## src/rtl/fetch_pc_unit.sv

```systemverilog
// rtl/fetch_pc_unit.sv - fetch PC register with stall-deferred redirects and saturating statistics
module fetch_pc_unit #(
  parameter logic [31:0] RESET_PC    = 32'h0000_0000,
  parameter int          COUNT_WIDTH = 32
) (
  input  logic                   clk,
  input  logic                   rst_n,
  input  logic                   i2i_stall,
  input  logic                   i2i_flush,
  input  logic                   load_pc_we,
  input  logic [31:0]            load_pc_new_pc,
  output logic [31:0]            fetch_pc,
  output logic                   fetch_valid,
  output logic                   redirect_pending,
  output logic                   misalign_seen,
  output logic [COUNT_WIDTH-1:0] fetch_count,
  output logic [COUNT_WIDTH-1:0] redirect_count,
  output logic [COUNT_WIDTH-1:0] stall_count
);

  localparam logic [COUNT_WIDTH-1:0] CNT_MAX = {COUNT_WIDTH{1'b1}};
  localparam logic [COUNT_WIDTH-1:0] CNT_ONE = COUNT_WIDTH'(1);

  logic [31:0] pc_q;
  logic [31:0] pend_pc;
  logic        pend_valid;
  logic        out_of_reset;
  logic [31:0] target;
  logic        unused_flush;

  // The hazard controller never asserts flush; redirects arrive via load_pc.
  assign unused_flush = i2i_flush;

  assign target           = {load_pc_new_pc[31:2], 2'b00};
  assign fetch_pc         = pc_q;
  assign fetch_valid      = out_of_reset & ~pend_valid;
  assign redirect_pending = pend_valid;

  always_ff @(posedge clk) begin
    if (!rst_n) begin
      pc_q           <= RESET_PC;
      pend_valid     <= 1'b0;
      pend_pc        <= 32'h0;
      out_of_reset   <= 1'b0;
      misalign_seen  <= 1'b0;
      fetch_count    <= '0;
      redirect_count <= '0;
      stall_count    <= '0;
    end else begin
      out_of_reset <= 1'b1;
      if (load_pc_we && (load_pc_new_pc[1:0] != 2'b00)) begin
        misalign_seen <= 1'b1;
      end
      if (!i2i_stall) begin
        // A live redirect beats a latched one; the latched one is dropped.
        if (load_pc_we) begin
          pc_q <= target;
        end else if (pend_valid) begin
          pc_q <= pend_pc;
        end else begin
          pc_q <= pc_q + 32'd4;
        end
        pend_valid <= 1'b0;
        if (fetch_valid && fetch_count != CNT_MAX) begin
          fetch_count <= fetch_count + CNT_ONE;
        end
        if ((load_pc_we || pend_valid) && redirect_count != CNT_MAX) begin
          redirect_count <= redirect_count + CNT_ONE;
        end
      end else begin
        if (load_pc_we) begin
          pend_valid <= 1'b1;
          pend_pc    <= target;
        end
        if (out_of_reset && stall_count != CNT_MAX) begin
          stall_count <= stall_count + CNT_ONE;
        end
      end
    end
  end

endmodule
```

## config.mk

```make
export PLATFORM = sky130hd
export DESIGN_NAME = fetch_pc_unit
export DESIGN_NICKNAME = d
export VERILOG_FILES = /design/src/rtl/fetch_pc_unit.sv
export SDC_FILE = /design/constraint.sdc
export NUM_CORES = 1
export LEC_CHECK = 0
export CORE_ASPECT_RATIO = 0.75
export CORE_MARGIN = 2
export CORE_UTILIZATION = 25
export CTS_CLUSTER_DIAMETER = 30
export CTS_CLUSTER_SIZE = 30
export DETAILED_ROUTE_END_ITERATION = 10
export GPL_TIMING_DRIVEN = 0
export SLEW_MARGIN = 10
export SYNTH_ARGS = -nofsm -noshare
export SYNTH_HDL_FRONTEND = slang
export SYNTH_SLANG_ARGS = --single-unit
```

## constraint.sdc

```tcl
create_clock -name clk -period 3.36 [get_ports clk]
set_input_delay 0.672 -clock clk [delete_from_list [all_inputs] [get_ports clk]]
set_output_delay 0.672 -clock clk [all_outputs]
set_load 0.01 [all_outputs]
```

## After elaboration in Yosys (flattened, before gate mapping)

Index checks and enable logic that the tools add are counted.

| cells by class | value |
|---|---|
| equality and inequality tests | 3 |
| bitwise logic cells | 3 |
| mux-type cells | 3 |
| $add $sub $neg | 4 |
| reductions and logical operators | 11 |

Operators by type and width:

| kind | number |
|---|---|
| $add 32x1->32 const B | 3 |
| $ne 32x32->1 const B | 3 |
| $mux 32 | 2 |
| $add 32x3->32 const B | 1 |
| $reduce_and 2->1 | 5 |
| $logic_and 1x1->1 | 4 |
| $not 1->1 | 2 |
| $reduce_bool 2->1 | 1 |
| $and 1x1->1 | 1 |
| $logic_or 1x1->1 | 1 |
| $mux 1 | 1 |

| storage, ports and cells | value |
|---|---|
| word-level logic and storage cells | 32 |
| output and inout port bits | 131 |
| register bits after elaboration | 161 |

## Depth between registers and ports, before layout

Gate-level depths: netlist of run 1.

| logic depth | value |
|---|---|
| word-level depth | 4 |
| mapped depth | 8 |

## Worst setup path after synthesis of run 1

OpenSTA, ideal clock, no wires.

| path | value |
|---|---|
| path type | input port to flip-flop |
| from | input load_pc_we |
| to | register redirect_count[19] |
| stages | 7 |
| path slack | 1187 ps |
| arrival | 2103 ps |
| path buffers | 2 |
| cells stage by stage | buf_2 -> o21ba_2 -> nand4_1 -> a31o_2 -> clkbuf_1 -> or3_1 -> a21oi_1 |

| between the ends | value |
|---|---|
| cells in the longest elaborated chain, start to end | 3 |

RTL lines:

| element | RTL line | source |
|---|---|---|
| from (decl) | 10 | `input logic load_pc_we,` |
| $logic_or 1x1->1 | 67 | `if ((load_pc_we \|\| pend_valid) && redirect_count != CNT_MAX) begin` |
| $logic_and 1x1->1 | 67 |  |
| $reduce_and 2->1 (no line) | - |  |
| to (signal assigned) | 68 | `redirect_count <= redirect_count + CNT_ONE;` |
| to (decl) | 17 | `output logic [COUNT_WIDTH-1:0] redirect_count,` |

Every way passes these cells.
A chain may end at the register's enable or synchronous reset.

## Final worst setup path of run 1

| path | value |
|---|---|
| from | input rst_n |
| to | register pc_q[17], in the netlist fetch_pc[17] |

RTL lines:

| element | RTL line | source |
|---|---|---|
| from (decl) | 7 | `input logic rst_n,` |
| to (signal assigned) | 57 | `pc_q <= target;` |
| to (signal assigned) | 59 | `pc_q <= pend_pc;` |
| to (signal assigned) | 61 | `pc_q <= pc_q + 32'd4;` |
| to (decl) | 24 | `logic [31:0] pc_q;` |

No word-level cell between the ends.

==> summary.txt, run 1 <==
Global routing
  – GRT overflow: 0
  – Vias in the first global route: 7917
  – Pin count of the biggest net entering global routing: 17
  – Initial antenna violation count: 2
  – Total GRT Usage: 17.46%
  – First-pass GRT wire length: 46.06 mm

Critical path
  – CP required: 3.74 ns
  – CP peak stage delay: 0.71 ns
  – Most frequent CP cell: clkbuf_1
  – CP Cell Sequence: clkdlybuf4s50_1, clkbuf_1, clkbuf_1, clkbuf_1, o311a_1
  – Critical-path top delay cell: clkbuf_1
  – Worst setup SP type: primary input
  – Crit-path max FO: 10
  – CP Capture Type: flip-flop
  – CP Class: in -> reg
  – WP data arrival: 3.42 ns

Power and ir drop
  – Maximum VDD drop: 0.0001996 V
  – Pwr Total: 4.358 mW
  – PwrDens: 403.8 nW/um2
  – LEAKAGE: 3.356 nW

Layout
  – Most common cell after layout, fill and taps aside: clkdlybuf4s50_1
  – Fin util: 34.23%
  – Fin nets: 1230
  – Sequential cell area: 3183 um2
  – Multi-input gate area: 4548 um2
  – Antenna diodes: 0
  – Fill count: 3293
  – Most frequent cells in the layout: clkdlybuf4s50_1 (163), dfxtp_1 (159), nand2_1 (136), a21oi_1 (106), nor2_1 (70)
  – Layout cells sized above 1: 5.740%
  – Area grow syn2layout: 33.94%

Placed design
  – RePlAce Congestion: 0.8387
  – IO Port Bufs: 163
  – DP Worst Slack: -0.2407 ns
  – Post-DP HPWL: 21.54 mm

Timing
  – Measured slew at the worst slew-check pin: 1.107 ns
  – Setup TNS: 0 ns
  – RSZ-0062 raised after global routing: no
  – Pins Over Slew Limit: 0
  – # setup viols final: 0
  – Final Hold Fails: 0
  – FMAX: 0.3293 GHz
  – Minimum clock period: 3.037 ns
  – Fin Clk Skew: 0.009970 ns
  – Hold Slack: 0.4505 ns
  – Fraction of the cycle the final worst path needs: 90.37%
  – Post-route setup slack: 0.3234 ns
  – Max_slew headroom: 25.58%

Floorplan
  – FP Rows: 56
  – # IOs: 168
  – Initial core utilization: 25.56%
  – Core area: 31530 um2
  – Die Area: 33700 um2
  – Die width: 211.3 um
  – DIE HEIGHT: 159.5 um

CTS
  – Clk slew on worst S/H paths: 0.07 ns
  – CTS Sinks: 159
  – Clock buffer depth: 2
  – CTS root buffer: clkbuf_16
  – Post-CTS setup buffer count: 0
  – Post-CTS sizing: 0
  – CTS tree: yes
  – Clock buffer count from CTS: 17
  – # H-tree levels: 4
  – Hold buffers post-CTS: 0
  – Skew-Pair Late Insertion Delay: 0.43 ns

Synthesis
  – Mean post-synth cell area: 8.010 um2
  – Post-synthesis register bit count: 159
  – Syn Inst Count: 1006
  – Synthesized area: 8058 um2
  – Sequential share of the synthesized area: 39.50%
  – Post-synth top flop: dfxtp_1
  – Async S/R FF share, synth: 0%
  – Post-synth EDFFs: 0
  – Yosys warnings: 0
  – Synth cell types: 69

Route
  – Via count: 8424
  – Routed wire length: 29.32 mm
  – Post-detailed-route count of antenna-violating nets: 0
  – Pre-antenna DRT Iters: 5
  – Drt first-iter violations: 687
  – Avg WL per Cell: 18.23 um
  – # DRC: 0
  – Via density per instance: 5.239

Min path
  – Hold Path Class: reg -> reg

Run status
  – Status: finished clean

Job
  – Max_cap viols: 0
## kinds of logic after synthesis
logic type	after synthesis	synth area share (%)
xor gates and xnor gates	35	3.804
buffers and inverters	80	4.099
and+or+nand+nor	434	28.60
DFF	159	39.50
AOI/OAI and AO/OA	282	21.96
other	1	0.04654
adders and majority gates	4	0.6211
muxes	11	1.367
## synth_stat cells (all sizes together) (9+ instances only)
| master | count | area share (%) |
|---|---|---|
| and4 | 11 | 1.2 |
| nor2 | 70 | 3.3 |
| inv | 18 | 0.84 |
| nand4 | 43 | 3.5 |
| nor4 | 26 | 2.8 |
| a22o | 10 | 1.1 |
| o21ai | 62 | 3.9 |
| nand2 | 136 | 6.3 |
| nand3 | 42 | 2.6 |
| or3 | 35 | 2.7 |
| xnor2 | 28 | 3.0 |
| clkbuf | 49 | 2.3 |
| or4 | 17 | 1.6 |
| and3 | 10 | 0.78 |
| a21oi | 106 | 6.6 |
| a31oi | 12 | 0.93 |
| nor3 | 11 | 0.75 |
| a211oi | 9 | 0.84 |
| mux2i | 11 | 1.4 |
| o211ai | 9 | 0.84 |
| nand2b | 11 | 0.85 |
| o31ai | 16 | 1.7 |
| buf | 13 | 0.96 |
| a22oi | 14 | 1.3 |
| dfxtp | 159 | 40 |
## worst max-delay path: cells and delay by family
kind | cells | cell delay (ns)
buffers and inverters | 4 | 2.44
AO/OA/AOI/OAI | 1 | 0.29
## report_power, final
group	total [mW]	internal, mW	switching [mW]
logic	0.378	0.155	0.223
clock network	2.01	1.14	0.869
registers	1.97	1.93	0.0469
total	4.36	3.22	1.14
## stage by stage
stage               cells  area, um2
CTS                  1608      10790
detailed placement   1576      10200
floorplan            1007       8061
finish               1608      10790
global route         1608      10790
global placement     1576      10200
## per-layer routing
layer  GRT usage, %  wire [um]  up-vias
met3          4.260       1963       24
met5              0         16        -
met4          3.425        296        2
met1          25.10      14240     4027
met2          26.36      12800      273
li1               -          -     4098
## cell type report
class / instances / area share (%)
plain buffers: 62 / 2.434
clock buffers: 20 / 4.231
clock inverters: 12 / 1.252
inverters: 18 / 0.6260
multi-input cells: 768 / 42.14
flip-flops and latches: 159 / 29.49
well taps: 406 / 4.707
repair buffers: 163 / 15.12
## sequential cells by signal (all words and copies together) (netlist names)
register,cells
pend_pc,30
redirect_count,32
fetch_pc,30
fetch_count,32
out_of_reset,1
misalign_seen,1
stall_count,32
redirect_pending,1
## final timing paths
kind | startpoint | to | slack, ns | cells past startpoint
min reg2reg | misalign_seen | misalign_seen | 0.45 | 2
max reg2reg | fetch_pc[2] | fetch_pc[18] | 0.64 | 7
min | misalign_seen | misalign_seen | 0.45 | 2
max | rst_n | fetch_pc[17] | 0.32 | 5
No activity file was read; power rests on OpenSTA's default activity.
==> run 2: changes to the inputs <==
--- a/config.mk
+++ b/config.mk
@@ -12,6 +12,7 @@
 export CTS_CLUSTER_SIZE = 30
 export DETAILED_ROUTE_END_ITERATION = 10
 export GPL_TIMING_DRIVEN = 0
+export SKIP_CTS_REPAIR_TIMING = 1
 export SLEW_MARGIN = 10
 export SYNTH_ARGS = -nofsm -noshare
 export SYNTH_HDL_FRONTEND = slang
==> results of run 2 <==
Same layout as run 1: the final DEF is identical, and so are final timing and power.
